**src/rtl/mem_interface_pkg.sv**
```systemverilog
// Shared definitions for the RAM-side initiator: state encoding and default
// word/array sizes matching the attached ram block.
package mem_interface_pkg;

  localparam int unsigned DefBits    = 32;
  localparam int unsigned DefRamSize = 512;

  typedef enum logic [2:0] {
    StIdle      = 3'd0,
    StRdIssue   = 3'd1,
    StRdCapture = 3'd2,
    StWrIssue   = 3'd3,
    StDone      = 3'd4
  } state_e;

endpackage

```
**src/rtl/mem_interface.sv**
```systemverilog
// MAR/MDR holder that turns single-cycle control-unit requests into timed
// ram read/write strobes, absorbing the RAM's one-cycle registered read latency.
module mem_interface
  import mem_interface_pkg::*;
#(
  parameter int unsigned BITS    = DefBits,
  parameter int unsigned RAMSIZE = DefRamSize,
  parameter int unsigned ADDR    = $clog2(RAMSIZE)
) (
  input  logic            clk,
  input  logic            reset,
  input  logic [BITS-1:0] bus_in,
  input  logic            mar_in,
  input  logic            mdr_in,
  input  logic            mem_rd,
  input  logic            mem_wr,
  input  logic [BITS-1:0] ram_data_in,
  output logic            ram_read,
  output logic            ram_write,
  output logic [ADDR-1:0] ram_addr,
  output logic [BITS-1:0] ram_data_out,
  output logic [ADDR-1:0] mar_out,
  output logic [BITS-1:0] mdr_out,
  output logic            busy,
  output logic            done,
  output logic            err
);

  state_e          state_q, state_d;
  logic [ADDR-1:0] mar_q, mar_d;
  logic [BITS-1:0] mdr_q, mdr_d;

  always_ff @(posedge clk) begin
    if (reset) begin
      state_q <= StIdle;
      mar_q   <= '0;
      mdr_q   <= '0;
    end else begin
      state_q <= state_d;
      mar_q   <= mar_d;
      mdr_q   <= mdr_d;
    end
  end

  always_comb begin
    state_d   = state_q;
    mar_d     = mar_q;
    mdr_d     = mdr_q;
    ram_read  = 1'b0;
    ram_write = 1'b0;
    busy      = 1'b0;
    done      = 1'b0;
    err       = 1'b0;
    unique case (state_q)
      StIdle: begin
        if (mar_in) mar_d = bus_in[ADDR-1:0];
        if (mdr_in) mdr_d = bus_in;
        // Conflicting request is rejected outright; no RAM access is started.
        if (mem_rd && mem_wr) begin
          err = !reset;
        end else if (mem_rd) begin
          state_d = StRdIssue;
        end else if (mem_wr) begin
          state_d = StWrIssue;
        end
      end
      StRdIssue: begin
        ram_read = 1'b1;
        busy     = 1'b1;
        state_d  = StRdCapture;
      end
      StRdCapture: begin
        busy    = 1'b1;
        mdr_d   = ram_data_in;
        state_d = StDone;
      end
      StWrIssue: begin
        ram_write = 1'b1;
        busy      = 1'b1;
        state_d   = StDone;
      end
      StDone: begin
        done    = 1'b1;
        state_d = StIdle;
      end
      default: state_d = StIdle;
    endcase
  end

  assign ram_addr     = mar_q;
  assign ram_data_out = mdr_q;
  assign mar_out      = mar_q;
  assign mdr_out      = mdr_q;

endmodule

```
**config.mk**
```make
export PLATFORM = sky130hd
export DESIGN_NAME = mem_interface
export DESIGN_NICKNAME = d
export VERILOG_FILES = /design/src/rtl/mem_interface_pkg.sv /design/src/rtl/mem_interface.sv
export SDC_FILE = /design/constraint.sdc
export NUM_CORES = 1
export LEC_CHECK = 0
export ABC_CLOCK_PERIOD_IN_PS = 2400
export CAP_MARGIN = 15
export CORE_MARGIN = 2
export CORE_UTILIZATION = 39
export CTS_CLUSTER_SIZE = 30
export DETAILED_ROUTE_END_ITERATION = 7
export PLACE_DENSITY = 0.85
export SYNTH_ARGS = -nofsm -noshare
export SYNTH_HDL_FRONTEND = slang
export SYNTH_SLANG_ARGS = --single-unit
```
**constraint.sdc**
```tcl
create_clock -name clk -period 2.4 [get_ports clk]
set_input_delay 0.24 -clock clk [delete_from_list [all_inputs] [get_ports clk]]
set_output_delay 0.24 -clock clk [all_outputs]
set_load 0.02 [all_outputs]
```
# Yosys cells after proc, flatten, opt, wreduce, memory -nomap -nowiden

Cells that the tools add are included.

Bits in latches: 0
Memory bits (writable): 0
Memories kept: 0
Output and inout bits: 87
Bits in registers: 44
ROM bits: 0
Logic and storage cells: 31
Input port bits: 70

Order comparisons: 0
Multiply operators: 0
Multiplexer cells: 12
Reductions and logical operators: 9
Add/subtract/negate cells: 0
Bitwise operators: 0
Equal/unequal tests: 7
Div/mod/pow operators: 0
Shifts and indexed selects: 0

Operators by type and width:

| cell                 | number |
|---|---|
| $pmux W32 S2         | 1 |
| $mux W32             | 1 |
| $mux W3              | 3 |
| $pmux W3 S3          | 1 |
| $eq A3 B2 Y1 const B | 2 |
| $mux W1              | 6 |
| $reduce_and A2 Y1    | 3 |
| $ne A2 B2 Y1 const B | 2 |
| $eq A3 B1 Y1 const B | 1 |
| $eq A3 B3 Y1 const B | 1 |
| $logic_not A3 Y1     | 1 |
| $ne A3 B3 Y1 const B | 1 |
| $reduce_or A3 Y1     | 1 |
| $reduce_bool A2 Y1   | 1 |
| $reduce_or A2 Y1     | 1 |
| $logic_and A1 B1 Y1  | 1 |
| $logic_not A1 Y1     | 1 |

# Depth between registers and ports, before layout

Gate-level depths: netlist (run 1).

Depth after elaboration: 4
Depth in mapped cells: 7
Mapped depth without buffers: 3

# Least setup slack after synthesis (run 1)

No wires, ideal clock.

Path type: register to output
From: register state_q[2]
To: output port err
Path slack: 727 ps
Data required time: 2,160 ps
Cell stages (with the launch flop): 4
Buffers on the path: 1
Arrival: 1,433 ps
Cells stage by stage: dfxtp_1 buf_2 or2_2 nor4_1

Word-level cells in the longest chain between the ends: 2

Ends and longest elaborated chain:

| what                   | RTL line            | RTL |
|---|---|---|
| start, declared        | mem_interface.sv:29 | `state_e state_q, state_d;` |
| start signal, assigned | mem_interface.sv:35 | `state_q <= StIdle;` |
| start signal, assigned | mem_interface.sv:39 | `state_q <= state_d;` |
| $logic_not A3 Y1       | mem_interface.sv:54 | `unique case (state_q)` |
| $mux W1                | mem_interface.sv:54 |  |
| end, declared          | mem_interface.sv:26 | `output logic err` |

Every way passes these cells.

# Final worst setup path (run 1)

Ends and elaborated chain as after synthesis.

==> results of run 1 <==
[cell usage after synthesis, types with 2 or more instances]
| master | n | area, um^2 |
|---|---|---|
| mux2i_1 | 32 | 320 |
| a211oi_1 | 2 | 15.0 |
| dfxtp_1 | 44 | 881 |
| a211oi_2 | 30 | 375 |
| nand2_1 | 19 | 71.3 |
| nor2_1 | 2 | 7.51 |
| buf_2 | 4 | 20.0 |
| nor3b_1 | 2 | 15.0 |
| clkbuf_1 | 12 | 45.0 |
| a21oi_1 | 42 | 210 |
| and2_1 | 2 | 12.5 |
| buf_6 | 5 | 56.3 |
| buf_4 | 42 | 315 |
| nor4_1 | 3 | 18.8 |
[cell families (layout without fill, tap and decap cells)]
| family | after synthesis | after routing | share of synthesized area [%] |
|---|---|---|---|
| AO/OA/AOI/OAI | 74 | 74 | 24.6 |
| XOR/XNOR | 1 | 1 | 0.359 |
| buffers and inverters | 65 | 170 | 18.2 |
| flip-flops | 44 | 44 | 36.1 |
| multiplexers | 32 | 32 | 13.1 |
| AND/OR/NAND/NOR | 34 | 34 | 7.64 |
[worst min-delay path, cell delays in order (launching register included)]
cell     delay [ns]
dfxtp_1        0.33
nand2_1        0.05
a21oi_1        0.05
[layer usage]
layer | up-vias | global-route usage, % | wire length (um) | part of all wire (%)
li1 | 1052 | - | - | -
met1 | 1054 | 21.8 | 2740 | 40
met2 | 92 | 34.5 | 3570 | 52
met3 | 11 | 4.77 | 416 | 6.1
met4 | 0 | 7.00 | 122 | 1.8
met5 | - | 0 | 0 | 0
[final cells by class]
class                   instances  share of cell area (%)
well taps                      75                    2.47
clock inverters                 2                   0.922
multi-input cells             141                    29.4
repair buffers                161                    42.0
clock buffers                   6                    1.91
flip-flops and latches         44                    23.2
inverters                       1                  0.0988
[state kept, by name, summed over array words and instances, names as in the netlist]
register and flops:
mdr_out 32, mar_out 9, state_q 3
[layout by cell type (no fill, tap or decap)]
cell type / instances
a211oi_1: 2
a211oi_2: 30
a21oi_1: 42
and2_1: 1
and2_2: 1
and3b_1: 1
buf_2: 1
buf_4: 5
bufinv_16: 1
clkbuf_1: 1
clkbuf_8: 5
clkdlybuf4s50_1: 155
clkinv_2: 1
dfxtp_1: 43
dfxtp_2: 1
inv_1: 1
mux2i_1: 32
nand2_1: 19
nor2_1: 2
nor2_2: 1
nor3b_1: 2
nor4_1: 3
nor4b_4: 1
or2_1: 1
or2_2: 1
or4b_1: 1
xnor2_1: 1
[final timing paths]
| path | startpoint | to | cells past startpoint |
|---|---|---|---|
| max | state_q[2] | err | 3 |
| min | mar_out[4] | mar_out[4] | 2 |
| max reg2reg | state_q[2] | mdr_out[9] | 3 |
| min reg2reg | mar_out[4] | mar_out[4] | 2 |
[stage by stage]
stage / cells / instance area (um^2) / setup WS [ns] / power, W / hold WS, ns
after floorplan: 250 / 2440 / 0.727 / 0.00153 / 0.376
after global placement: 422 / 3690 / 0.530 / 0.00188 / 0.460
after detailed placement: 422 / 3690 / 0.455 / 0.00190 / 0.466
after CTS: 430 / 3800 / 0.121 / 0.00246 / 0.478
after global routing: 430 / 3800 / 0.0652 / 0.00255 / 0.500
final: 430 / 3800 / 0.159 / 0.00243 / 0.474
[where the power goes]
part / leakage (nW) / total [W] / switching, W / internal [W]
Clock: 0.0552 / 0.000549 / 0.000240 / 0.000309
Combinational: 0.903 / 0.000990 / 0.000492 / 0.000498
Sequential: 0.365 / 0.000891 / 0.0000767 / 0.000814
Total: 1.32 / 0.00243 / 0.000808 / 0.00162
==> run metrics, run 1 <==
status completed; CP Capture Type output pin; n_diodes 0; worst hold-check path type reg -> reg; # nets final approximately 420; footprint of the multi-input gates roughly 1100 um^2; worst slew pin tran 0.938 ns; CTS Root Cell clkbuf_8; antenna violations before repair 0; Syn Std Cell Area around 2400 um^2; slowest stage delay, CP around 0.66 ns; YS warnings 0; syn_area_per_cell a little under 10 um^2; Max FO, Critical Path 10; EDFF count, synth 0; CP Class reg -> out; CTS resizes 0; r2r setup slk ~0.70 ns; slew margin rel. 37.5%; Fin. Hold Viols 0; worst path bufs/invs 1; largest net degree at the start of global routing between 40 and 50; CP top delay family buffers and inverters; DIE AREA 6910 um^2; fill count ~500; RSZ-0062 raised after global routing no; DR vias/cell about 5.1; Worst path slowest cell clkdlybuf4s50_1; dominant synthesized flop cell dfxtp_1; Power Density 640 nW/um^2; crit-path cells or2_2 -> nor4_1 -> clkdlybuf4s50_1; sequential area share after synthesis 36.1%; detailed-route via count between 2,000 and 2,500; synthesized flop and latch total 44; DRT Pass-1 Iters 4; HPWL Detailed about 5000 um; ys async rst share 0%; Fin Setup TNS 0 ns; GP Congestion around 0.78; gr ovfl total 0; Clock Sinks between 40 and 50; clock buffer depth 2; Worst EP arrival about 2 ns; Period minus WS final between 2 and 2.5 ns; total track usage 19.1%; Worst Path Required ~2.2 ns; CTS tree built; CTS buffer count 5; residual DRC count 0; number of global-route vias before repair approximately 2,200; clk_skew approximately 0.0064 ns; starting density of the core just over 40%; setup violators final 0; Wirelength per Cell about 16 um; Post-Syn Nets 320; CORE AREA between 5000 and 6000 um^2; CTS Hold Bufs 0; Initial DRC Count 56; Die X around 83 um; Final Util ~63%; layout cell share with drive strength beyond 1 around 14%; Register Area roughly 880 um^2; row cnt 28; die height 83.1 um; final period utilization between 90 and 100%; max cap viols 0; Slew Limit Fails 0; final WL roughly 6900 um; f_max ~450 MHz; # IOs between 150 and 200; IO buf count about 160; Final ANT Viol Nets 0; Syn-to-layout area delta 55.6%; Max IR drop VDD 373 uV; # H-tree levels 2; number of library cell types mapped by synthesis 23; CTS clk-pin slew, worst paths 0.08 ns; Syn Inst Count 250; setup bufs post-CTS 0; crit path launch type flip-flop; clock latency at the later pin of the worst-skew pair 0.29 ns; Leak around 1.3 nW; first-pass GRT wire length between 10,000 and 15,000 um
(Power assumes the default switching activity.)
==> inputs of run 2 (changes only) <==
- CTS_CLUSTER_SIZE: 30 -> 14
==> results of run 2 <==
No change in the layout: final DEF, timing and power equal those of run 1.
